**src/rtl/game_ctrl_fsm.sv**
```systemverilog
// Game-flow controller for the puzzle board: board select / play / win / loss / pause, with move counting.
// Optional best-score record tracking is enabled by defining GAME_BEST_RECORD_EN.
module game_ctrl_fsm #(
  parameter int STEP_W     = 8,
  parameter int STEP_LIMIT = 0,
  parameter bit SAT_MODE   = 1'b0
) (
  input  logic              clk_d,
  input  logic              rst,
  input  logic              start_sw,
  input  logic              pause_sw,
  input  logic              win_flag,
  input  logic              active,
  output logic [2:0]        game_status,
  output logic [STEP_W-1:0] step_number,
  output logic [STEP_W-1:0] best_steps,
  output logic              best_valid,
  output logic              new_record
);

  typedef enum logic [2:0] {
    CHOSE_BOARD  = 3'd0,
    GAME_INITIAL = 3'd1,
    GAMING       = 3'd2,
    WINNED       = 3'd3,
    LOST         = 3'd4,
    PAUSED       = 3'd5
  } state_t;

  localparam logic [STEP_W-1:0] STEP_MAX = '1;
  localparam logic [STEP_W-1:0] LIMIT_V  = STEP_W'(STEP_LIMIT);

  state_t            state;
  logic [STEP_W-1:0] step_q;

  function automatic logic [STEP_W-1:0] step_inc(input logic [STEP_W-1:0] s);
    if (s == STEP_MAX)
      return SAT_MODE ? STEP_MAX : '0;
    return s + STEP_W'(1);
  endfunction

  function automatic logic hits_limit(input logic [STEP_W-1:0] s);
    return (STEP_LIMIT != 0) && (s == LIMIT_V);
  endfunction

`ifdef GAME_BEST_RECORD_EN
  logic [STEP_W-1:0] best_q;
  logic              best_vld_q;
  logic              nr_q;
`endif

  always_ff @(posedge clk_d or posedge rst) begin
    if (rst) begin
      state  <= CHOSE_BOARD;
      step_q <= '0;
`ifdef GAME_BEST_RECORD_EN
      best_q     <= '0;
      best_vld_q <= 1'b0;
      nr_q       <= 1'b0;
`endif
    end else begin
`ifdef GAME_BEST_RECORD_EN
      nr_q <= 1'b0;
`endif
      // Dropping start_sw overrides every state; the record is deliberately kept.
      if (!start_sw) begin
        state  <= CHOSE_BOARD;
        step_q <= '0;
      end else begin
        case (state)
          CHOSE_BOARD: begin
            step_q <= '0;
            state  <= GAME_INITIAL;
          end
          GAME_INITIAL, GAMING: begin
            if (win_flag) begin
              state <= WINNED;
`ifdef GAME_BEST_RECORD_EN
              if (!best_vld_q || (step_q < best_q)) begin
                best_q     <= step_q;
                best_vld_q <= 1'b1;
                nr_q       <= 1'b1;
              end
`endif
            end else if (pause_sw) begin
              state <= PAUSED;
            end else if (active) begin
              step_q <= step_inc(step_q);
              state  <= hits_limit(step_inc(step_q)) ? LOST : GAMING;
            end
          end
          PAUSED: begin
            if (!pause_sw)
              state <= (step_q == '0) ? GAME_INITIAL : GAMING;
          end
          default: begin
          end
        endcase
      end
    end
  end

  assign game_status = state;
  assign step_number = step_q;

`ifdef GAME_BEST_RECORD_EN
  assign best_steps = best_q;
  assign best_valid = best_vld_q;
  assign new_record = nr_q;
`else
  assign best_steps = '0;
  assign best_valid = 1'b0;
  assign new_record = 1'b0;
`endif

endmodule

```
**config.mk**
```make
export PLATFORM = sky130hd
export DESIGN_NAME = game_ctrl_fsm
export DESIGN_NICKNAME = d
export VERILOG_FILES = /design/src/rtl/game_ctrl_fsm.sv
export SDC_FILE = /design/constraint.sdc
export NUM_CORES = 1
export LEC_CHECK = 0
export ABC_AREA = 1
export BUFFER_PORTS_ARGS = -buffer_cell sky130_fd_sc_hd__buf_2
export CAP_MARGIN = 0
export CORE_MARGIN = 1
export CORE_UTILIZATION = 50
export CTS_CLUSTER_SIZE = 8
export DETAILED_ROUTE_END_ITERATION = 10
export PLACE_DENSITY = 0.9
export SLEW_MARGIN = 5
export SYNTH_ARGS = -nofsm -noshare
export SYNTH_HDL_FRONTEND = slang
export SYNTH_SLANG_ARGS = --single-unit
```
**constraint.sdc**
```tcl
create_clock -name clk_d -period 1.6 [get_ports clk_d]
set_clock_uncertainty 0.15 [all_clocks]
set_input_delay 0.08 -clock clk_d [delete_from_list [all_inputs] [get_ports clk_d]]
set_output_delay 0.08 -clock clk_d [all_outputs]
set_load 0.01 [all_outputs]
```
# --- Word level (Yosys, flattened, before mapping) ---
# Index checks and enable logic that the tools add are counted.
word_totals:
  output_inout_bits: 21
  wordCells: 39
  regBits: 11
classes:
  addsub: 1
  eq_ne: 11
  muxes: 20
  n_reduce_logical: 5
op_table:
  columns: ["operator", "count"]
  rows:
  - ["two-way mux 8 bit", 6]
  - ["case mux 8 bit (2 select lines)", 1]
  - ["two-way mux 3 bit", 5]
  - ["inequality test 3 bit, second input constant", 4]
  - ["case mux 3 bit (3 select lines)", 1]
  - ["adder 8 x 1 -> 8 bit, second input constant", 1]
  - ["equality test 8 bit, second input constant", 1]
  - ["logical NOT 8 bit", 1]
  - ["two-way mux 1 bit", 6]
  - ["inequality test 5 bit, second input constant", 1]
  - ["inequality test 4 x 1 -> 1 bit, second input constant", 1]
  - ["AND reduction 4 bit", 1]
  - ["equality test 3 x 1 -> 1 bit, second input constant", 1]
  - ["equality test 3 x 2 -> 1 bit, second input constant", 1]
  - ["equality test 3 bit, second input constant", 1]
  - ["logical NOT 3 bit", 1]
  - ["inequality test 3 x 1 -> 1 bit, second input constant", 1]
  - ["AND reduction 3 bit", 1]
  - ["two-way mux 2 bit", 1]
  - ["OR reduction 2 bit", 1]

# --- Depth between registers and ports, before layout ---
# Gate-level depths: netlist (run 1).
depth:
  depth_word: 13
  mapped_depth: 9

# --- Least setup slack after synthesis (run 1) ---
# OpenSTA, ideal clock, no wires.
synth_path:
  path_kind: "flip-flop to flip-flop"
  start: "register step_q[1], in the netlist step_number[1]"
  end: "register step_q[3], in the netlist step_number[3]"
  path_slack_ns: 0.149
  setup_ns: 0.118
  required_ns: 1.332
  path_stages_with_launch: 9
  path_buffers: 0
  arrival_time_ns: 1.183
  path_cell_list: "dfrtp_1 -> ha_1 -> nand2_1 -> nor2_1 -> nand3_1 -> inv_1 -> nor2_2 -> nand3b_1 -> nand2_1"
synth_via:
  elab_chain_cells: 13
  elab_cells_between_ends: 14
synth_rtl:
  columns: ["element", "line_no", "text"]
  rows:
  - ["from (decl)", "34", "logic [STEP_W-1:0] step_q;"]
  - ["from (signal assigned)", "88", "step_q <= step_inc(step_q);"]
  - ["equality test 8 bit", null, null]
  - ["two-way mux 1 bit (3 in a row)", null, null]
  - ["two-way mux 1 bit", "76", "if (win_flag) begin"]
  - ["two-way mux 1 bit", "70", "case (state)"]
  - ["two-way mux 1 bit", "66", "if (!start_sw) begin"]
  - ["two-way mux 8 bit *", "39", "return s + STEP_W'(1);"]
  - ["two-way mux 8 bit *", "87", "end else if (active) begin"]
  - ["two-way mux 8 bit *", "85", "end else if (pause_sw) begin"]
  - ["two-way mux 8 bit *", "76", null]
  - ["case mux 8 bit (2 select lines) *", "70", null]
  - ["two-way mux 8 bit *", "66", null]
# Mark *: on every way between the ends. The rest lies on a longest branch, timed or not. The select of a mux whose other input is x is not followed.
# A chain may end at the register's enable or synchronous reset.

# --- Worst setup path after layout (run 1) ---
layout_path:
  start: "input start_sw"
  end: "register step_q[7], in the netlist step_number[7]"
layout_via:
  elab_chain_cells: 2
  elab_cells_between_ends: 6
layout_rtl:
  columns: ["element", "line_no", "text"]
  rows:
  - ["from (decl)", "10", "input logic start_sw,"]
  - ["inequality test 3 x 1 -> 1 bit (no line) / inequality test 3 bit (equally long branches)", null, null]
  - ["AND reduction 4 bit (no line)", null, null]
# Several ways; a longest one is shown, not always the timed one.

==> impl_metrics.json, run 1 <==
{
  "wl_mm": 2.02,
  "antenna_found_initial": 0,
  "hold_viol_final": 0,
  "rsz0062_at_grt": "true",
  "num_io_pins": 27,
  "fin_hold_ws_ns": 0.0522,
  "dp_cells": 160,
  "max-cap-violations": 0,
  "grt.total_usage": 0.218,
  "cts.htree.levels": 1,
  "setup-tns-final_ns": 0,
  "required_ns": 1.62,
  "ys.warnings.count": 0,
  "gp_congestion": 0.930,
  "worstSkewPairLatency_ns": 0.27,
  "worst-r2r-cell-count": 8,
  "cts_num_sinks": 11,
  "ys_seq_area_frac": 0.310,
  "dr.pass1.iters": 9,
  "design.core.area_mm2": 0.00158,
  "synth_seq_cells": 11,
  "period_share": 0.970,
  "n_fill_cell": 159,
  "cp.arrival_ns": 1.57,
  "holdPathStages": 5,
  "drc_errors": 1,
  "drive_gt1_frac": 0.263,
  "die-area_mm2": 0.00195,
  "die_w_um": 44.2,
  "portBuffers": 16,
  "final_cell_mix": "nand2_1, inv_1, buf_2, nor2_1, dfrtp_1",
  "area_growth_pct": 18.9,
  "grt_pass1_vias": 718,
  "cts_made_buffers": 3,
  "peakVddDrop_mv": 0.749,
  "ant_nets": 0,
  "outcome": "complete, but fails checks",
  "fin_crit_ns": 1.55,
  "fmax_mhz": 645,
  "grt_max_degree": 12,
  "initial_core_util": 0.563,
  "root_buffer": "clkbuf_4",
  "worst_slack_ns": 0.0488,
  "nets": 165,
  "final_common_cell": "nand2_1",
  "setup.worst_path.class": "primary input to flip-flop",
  "wl_per_cell_um": 11.7,
  "cts_tree": "built",
  "grt_first_pass_wirelength_mm": 3.06,
  "layoutNonFillerInstCount": 172,
  "gr-total-overflow": 0,
  "die_y_um": 44.2,
  "vias_per_cell": 4.95,
  "p_leak_nw": 0.646,
  "crit_path_end_kind": "flip-flop",
  "post_synth_instance_area_um2": 888,
  "n_antenna_cell": 0,
  "cp_max_fo": 8,
  "slew_viol_final": 0,
  "setup_viol": 0,
  "hold_path_class": "primary input to flip-flop",
  "synth_cell_types": 24,
  "ctsLongestPathBuffers": 2,
  "clk_pin_slew_ns": 0.07,
  "drt_iter0_drc": 21,
  "synth_cells": 130,
  "cp-start-kind": "primary input",
  "dp_hpwl_mm": 1.40,
  "power_density_mw_per_mm2": 1130,
  "syn_area_per_cell_um2": 6.83,
  "vias": 852,
  "violations": "design-rule violations",
  "std_cell_rows": 14,
  "dp_worst_setup_slack_ns": 0.0432
}
path summary, 6_finish.rpt:
kind                                start             end  slack, ns
setup / recovery                 start_sw  step_number[7]       0.05
hold / removal                   pause_sw  game_status[2]       0.05
setup reg to reg           step_number[0]  step_number[3]       0.09
hold reg to reg            game_status[0]  game_status[0]       0.39
max in group asynchronous             rst  step_number[4]       0.81
min in group asynchronous             rst  game_status[1]       0.20
metrics by stage:
stage | utilization | power, mW | area, um^2
after detailed placement | 0.594 | 0.903 | 936
after global placement | 0.594 | 0.887 | 936
after global routing | 0.670 | 1.30 | 1060
final | 0.670 | 1.20 | 1060
after floorplan | - | 0.798 | 922
after CTS | 0.629 | 1.10 | 992
cell families after synthesis:
logic type,count (synthesis),share of synthesized area
simple gates,76,0.411
xor+xnor,2,0.0197
fa+ha+maj,2,0.0282
buf+inv,31,0.182
other cells,1,0.00422
compound gates,7,0.0451
flops,11,0.310
layout make-up:
class / count / area (um^2) / area share
Multi-Input combinational cell: 97 / 505 / 0.479
Sequential cell: 11 / 275 / 0.261
Timing Repair Buffer: 24 / 154 / 0.146
Inverter: 20 / 75.1 / 0.0711
Clock buffer: 4 / 26.3 / 0.0249
Tap cell: 16 / 20.0 / 0.0190
routing by layer:
layer,up-vias,part of all wire,global-route usage
met5,-,0,0
met4,0,0.0059,0.0788
met3,2,0.056,0.0653
met2,34,0.52,0.371
met1,387,0.41,0.258
li1,429,-,-
where the power goes:
group          switching [mW]  internal [mW]  total (mW)  leakage [nW]
Combinational           0.393          0.255       0.647         0.481
Clock                  0.0897         0.0965       0.186        0.0150
Sequential             0.0447          0.320       0.365         0.150
Total                   0.527          0.671        1.20         0.646
flip-flops by register name (all words and copies together) (netlist names):
register,flops
game_status,3
step_number,8
synth_stat cells:
library cell / n / area, um^2
nand2_4: 1 / 11.3
nand2_2: 3 / 18.8
buf_6: 1 / 11.3
xor2_1: 2 / 17.5
ha_1: 2 / 25.0
o21ai_0: 1 / 5.00
nand3_1: 8 / 40.0
conb_1: 1 / 3.75
o21ai_2: 1 / 8.76
nor3_1: 1 / 5.00
nand3b_1: 2 / 15.0
inv_2: 3 / 11.3
nand4_1: 3 / 18.8
buf_4: 10 / 75.1
nand3_4: 1 / 17.5
nor2_1: 13 / 48.8
nor2_4: 2 / 22.5
o22ai_1: 1 / 6.26
inv_1: 17 / 63.8
or2_2: 1 / 6.26
nor2_2: 3 / 18.8
nand2_1: 38 / 143
o21ai_1: 4 / 20.0
dfrtp_1: 11 / 275
timing repair:
item	in CTS	in global routing
endpoints found under the setup margin	0	8
hold buffers	3	0
endpoints found under the hold margin	13	0
gates resized for setup	0	7
buffers inserted	0	5
worst max-delay path: stages:
cell and delay [ns]:
dlygate4sd3_1 0.58, buf_6 0.15, nand2_1 0.05, inv_1 0.06, o21ai_4 0.22, inv_2 0.07, nor2_4 0.17, nand2_1 0.08
nand2_1 0.07, inv_1 0.03
No activity file was read; power rests on OpenSTA's default activity.
==> run 2: changes to the inputs <==
--- a/config.mk
+++ b/config.mk
@@ -12,7 +12,7 @@
 export CORE_UTILIZATION = 50
 export CTS_CLUSTER_SIZE = 8
 export DETAILED_ROUTE_END_ITERATION = 10
-export PLACE_DENSITY = 0.9
+export PLACE_DENSITY = 0.77
 export SLEW_MARGIN = 5
 export SYNTH_ARGS = -nofsm -noshare
 export SYNTH_HDL_FRONTEND = slang
==> impl_metrics.json, run 2 (synthesized netlist as in run 1, its figures left out) <==
{
  "slowest_delay_ns": 0.44,
  "stdcell_area_mm2": 0.00105,
  "worstHoldStart": "start_sw",
  "worstSkewPairLatency_ns": 0.27,
  "setup_viol": 0,
  "final_common_cell": "nand2_1",
  "area_growth_pct": 18.3,
  "timing.rr.end": "game_status[0]",
  "cp-start-kind": "flip-flop",
  "grt_max_degree": 12,
  "fin_hold_ws_ns": 0.00867,
  "switching_share": 0.451,
  "cp_max_fo": 7,
  "wl_per_cell_um": 10.5,
  "setup.worst_path.class": "flip-flop to flip-flop",
  "wl_mm": 1.78,
  "dp_hpwl_mm": 1.34,
  "crit_path_end": "game_status[0]",
  "drive_gt1_frac": 0.279,
  "hold_path_class": "primary input to flip-flop",
  "power_frac_clock": 0.161,
  "cp-startpoint": "game_status[1]",
  "p_seq_frac": 0.320,
  "nets": 163,
  "crit_slowest_cell": "dfrtp_2",
  "cp_cell_sequence": "nand2_2, nand2_4, nor2_4, nand2_4, nor2_4, nor2_4, nand2_1, nand2_1",
  "outcome": "finished clean",
  "max-cap-violations": 0,
  "vias": 821,
  "grt_pass1_vias": 657,
  "cts.htree.levels": 1,
  "die_y_um": 44.2,
  "r2r_start": "game_status[1]",
  "critical-path-top-delay-family": "simple AND/OR/NAND/NOR gates",
  "drt_iter0_drc": 17,
  "r2r_slack_ns": 0.1,
  "worst-r2r-cell-count": 8,
  "grt.total_usage": 0.203,
  "num_io_pins": 27,
  "cts_num_sinks": 11,
  "ctsLongestPathBuffers": 2,
  "crit_path_end_kind": "flip-flop",
  "fmax_mhz": 666,
  "largest_reg_flops": 8,
  "design.core.area_mm2": 0.00158,
  "cp.depth": 8,
  "vias_per_cell": 4.83,
  "dr.pass1.iters": 4,
  "power_density_mw_per_mm2": 1120,
  "gr-total-overflow": 0,
  "antenna_found_initial": 0,
  "final_cell_mix": "nand2_1, inv_1, buf_2, nor2_1",
  "n_fill_cell": 137,
  "hold_viol_final": 0,
  "drc_errors": 0,
  "period_share": 0.938,
  "ant_nets": 0,
  "cts_tree": "built",
  "intPower_mw": 0.646,
  "switchingPower_mw": 0.531,
  "grt_first_pass_wirelength_mm": 2.78,
  "critPathBufInv": 0,
  "fin_crit_ns": 1.50,
  "n_antenna_cell": 0,
  "cts_made_buffers": 3,
  "combPwrFrac": 0.519,
  "clk_pin_slew_ns": 0.07,
  "slew_viol_final": 0,
  "gp_congestion": 0.891,
  "root_buffer": "clkbuf_4",
  "dpl_cell_area_um2": 936,
  "required_ns": 1.61,
  "holdPathStages": 3,
  "p_leak_nw": 0.639,
  "portBuffers": 16,
  "die_w_um": 44.2,
  "die-area_mm2": 0.00195,
  "finalPower_mw": 1.18,
  "initial_core_util": 0.563,
  "peakVddDrop_mv": 0.778,
  "cp_common_cell": "nor2_4",
  "cp.arrival_ns": 1.51,
  "std_cell_rows": 14
}
-- run 2: cell type report --
| class | instances | area (um^2) | area share |
|---|---|---|---|
| timing repair buffer | 22 | 133 | 0.126 |
| sequential | 11 | 277 | 0.263 |
| multi-input combinational | 97 | 520 | 0.495 |
| clock buffer | 4 | 26.3 | 0.0250 |
| tap | 16 | 20.0 | 0.0190 |
| inverter | 20 | 75.1 | 0.0714 |
-- run 2: tightest hold or removal path, cell delays in order --
cell	delay [ns]
buf_2	0.15
nand4_1	0.10
o21ai_1	0.06
-- run 2: worst min path at each step --
stage | to | slack, ns
floorplan | game_status[0] | -0.22
global placement | step_number[2] | -0.06
detailed placement | game_status[0] | -0.05
CTS | game_status[1] | 0.002
global route | step_number[6] | 0.02
finish | step_number[6] | 0.009
-- run 2: power by group through the flow --
stage / clock network (mW) / logic [mW] / registers (mW)
finish: 0.189 / 0.611 / 0.376
global route: 0.205 / 0.683 / 0.384
CTS: 0.196 / 0.535 / 0.371
detailed placement: 0 / 0.530 / 0.376
global placement: 0 / 0.523 / 0.371
floorplan: 0 / 0.407 / 0.390
-- run 2: per-layer routing --
metal,global-route usage,up-vias,share of wire,wire [um]
met4,0.170,0,0.026,46
met5,0,-,0,0
met3,0.0408,4,0.033,58
met1,0.265,368,0.48,850
met2,0.285,19,0.46,826
li1,-,430,-,-
-- run 2: metrics by stage --
| step | instances | worst slack, ns | setup TNS, ns | utilization |
|---|---|---|---|---|
| after floorplan | 139 | 0.149 | 0 | - |
| after global placement | 160 | 0.0812 | 0 | 0.594 |
| after detailed placement | 160 | 0.0636 | 0 | 0.594 |
| after CTS | 166 | 0.0571 | 0 | 0.623 |
| after global routing | 170 | -0.00941 | -0.00941 | 0.667 |
| final | 170 | 0.0995 | 0 | 0.667 |
-- run 2: what timing repair did --
item	in CTS	in global routing
endpoints found under the setup margin	0	7
endpoints found under the hold margin	12	1
gates resized for setup	0	10
hold buffers	2	1
setup buffers	0	3
==> run 3: changes to the inputs <==
--- a/config.mk
+++ b/config.mk
@@ -9,10 +9,10 @@
 export BUFFER_PORTS_ARGS = -buffer_cell sky130_fd_sc_hd__buf_2
 export CAP_MARGIN = 0
 export CORE_MARGIN = 1
-export CORE_UTILIZATION = 50
+export CORE_UTILIZATION = 45
 export CTS_CLUSTER_SIZE = 8
 export DETAILED_ROUTE_END_ITERATION = 10
-export PLACE_DENSITY = 0.77
+export PLACE_DENSITY = 0.73
 export SLEW_MARGIN = 5
 export SYNTH_ARGS = -nofsm -noshare
 export SYNTH_HDL_FRONTEND = slang
==> constraint.sdc (replaced) <==
create_clock -name clk_d -period 1.35 [get_ports clk_d]
set_clock_uncertainty 0.15 [all_clocks]
set_input_delay 0.0675 -clock clk_d [delete_from_list [all_inputs] [get_ports clk_d]]
set_output_delay 0.0675 -clock clk_d [all_outputs]
set_load 0.01 [all_outputs]
==> impl_metrics.json, run 3 (synthesized netlist as in run 1, its figures left out) <==
{
  "busiest_layer": "met2",
  "fin_hold_ws_ns": 0.00194,
  "root_buffer": "clkbuf_4",
  "hold_viol_final": 0,
  "cts_num_sinks": 11,
  "fin_crit_ns": 1.50,
  "hold_path_class": "primary input to flip-flop",
  "peakVddDrop_mv": 0.823,
  "violations": "negative setup slack",
  "dp_hpwl_mm": 1.55,
  "drive_gt1_frac": 0.391,
  "stdcell_area_mm2": 0.00121,
  "n_antenna_cell": 0,
  "crit_path_end_kind": "flip-flop",
  "required_ns": 1.36,
  "ctsLongestPathBuffers": 2,
  "power_density_mw_per_mm2": 1350,
  "nets": 178,
  "cp_common_cell": "nor2_4",
  "max-cap-violations": 0,
  "cts.htree.levels": 1,
  "cp_cell_sequence": "nand2_2, nand2_4, nor2_4, nand2_4, nor2_4, nor2_4, nand3_2, nand2_1",
  "worstSkewPairLatency_ns": 0.27,
  "area_growth_pct": 36.5,
  "vias": 913,
  "std_cell_rows": 15,
  "slew_viol_final": 0,
  "cts_made_buffers": 3,
  "grt.total_usage": 0.218,
  "grt_max_degree": 12,
  "die_y_um": 46.4,
  "dpl_cell_area_mm2": 0.00107,
  "grt_first_pass_wirelength_mm": 3.28,
  "fmax_mhz": 668,
  "cp.arrival_ns": 1.51,
  "globalRouteMet3Util": 0.0235,
  "final_common_cell": "nand2_1",
  "drc_errors": 0,
  "wl_mm": 2.12,
  "cp_max_fo": 6,
  "vias_per_cell": 4.71,
  "worst_slack_ns": -0.146,
  "die-area_mm2": 0.00216,
  "crit_slowest_cell": "dfrtp_2",
  "final_cell_mix": "nand2_1, buf_4, buf_2, inv_1, nor2_1",
  "n_fill_cell": 157,
  "r2r_slack_ns": -0.15,
  "grt_use_met1": 0.274,
  "die_w_um": 46.4,
  "ant_nets": 0,
  "drt_iter0_drc": 24,
  "rsz0062_at_grt": "true",
  "cts_tree": "built",
  "dr.pass1.iters": 4,
  "slowest_delay_ns": 0.43,
  "initial_core_util": 0.498,
  "dp_worst_setup_slack_ns": -0.104,
  "grt_pass1_vias": 806,
  "p_leak_nw": 0.717,
  "largest_reg_flops": 8,
  "cp-start-kind": "flip-flop",
  "period_share": 1.11,
  "wl_per_cell_um": 10.9,
  "grt.met2_usage": 0.367,
  "critPathBufInv": 0,
  "setup-tns-final_ns": -0.942,
  "gp_congestion": 0.795,
  "portBuffers": 16,
  "clk_pin_slew_ns": 0.07,
  "outcome": "complete, but fails checks",
  "setup.worst_path.class": "flip-flop to flip-flop",
  "num_io_pins": 27,
  "antenna_found_initial": 0,
  "critical-path-top-delay-family": "simple AND/OR/NAND/NOR gates",
  "final_core_util": 0.680,
  "setup_viol": 11,
  "gr-total-overflow": 0,
  "design.core.area_mm2": 0.00178
}
[run 3: cell types whose count changed in the layout (fill, tap and decap cells not counted), moves of 2 or more]
cell     delta
buf_4      +14
nand3_2     +2
inv_2       +2
inv_1       -2
[run 3: layer usage]
| layer | share of wire | up-vias |
|---|---|---|
| met2 | 0.47 | 36 |
| li1 | - | 461 |
| met1 | 0.46 | 411 |
| met4 | 0.020 | 0 |
| met5 | 0 | - |
| met3 | 0.050 | 5 |
[run 3: worst paths after layout]
| check | cells after the start | endpoint | startpoint |
|---|---|---|---|
| max | 8 | game_status[1] | game_status[0] |
| min | 3 | step_number[2] | start_sw |
| max reg2reg | 8 | game_status[1] | game_status[0] |
| min reg2reg | 2 | step_number[6] | step_number[6] |
| min in group asynchronous | 3 | step_number[0] | rst |
| max in group asynchronous | 3 | game_status[0] | rst |
[run 3: power by group]
part	switching, mW	internal (mW)
logic	0.562	0.415
registers	0.0479	0.384
clock network	0.114	0.115
total	0.724	0.914
[run 3: repair_timing]
item | 4_1_cts | 5_1_grt
hold endpoints to repair | 13 | 0
pin swaps | 1 | 6
setup endpoints to repair | 11 | 11
cloned | 0 | 1
gates resized for setup | 7 | 4
hold buffers | 3 | 0
buffers inserted | 5 | 0
[run 3: worst reg2reg max path: cells and delay by family, from the launching register on]
family,cells,cell delay [ns]
AND/OR/NAND/NOR,8,0.80
flip-flops,1,0.43
[run 3: final cells by class]
cell class / instances / area, um^2 / area share
clock buffers: 4 / 26.3 / 0.0217
inverters: 20 / 75.1 / 0.0619
multi-input cells: 98 / 564 / 0.465
flip-flops and latches: 11 / 278 / 0.229
well taps: 25 / 31.3 / 0.0258
repair buffers: 36 / 238 / 0.196
[run 3: per-stage QoR]
step	power, mW	instances
final	1.64	194
after global routing	1.77	194
after floorplan	0.976	139
after global placement	1.22	181
after detailed placement	1.24	181
after CTS	1.58	193
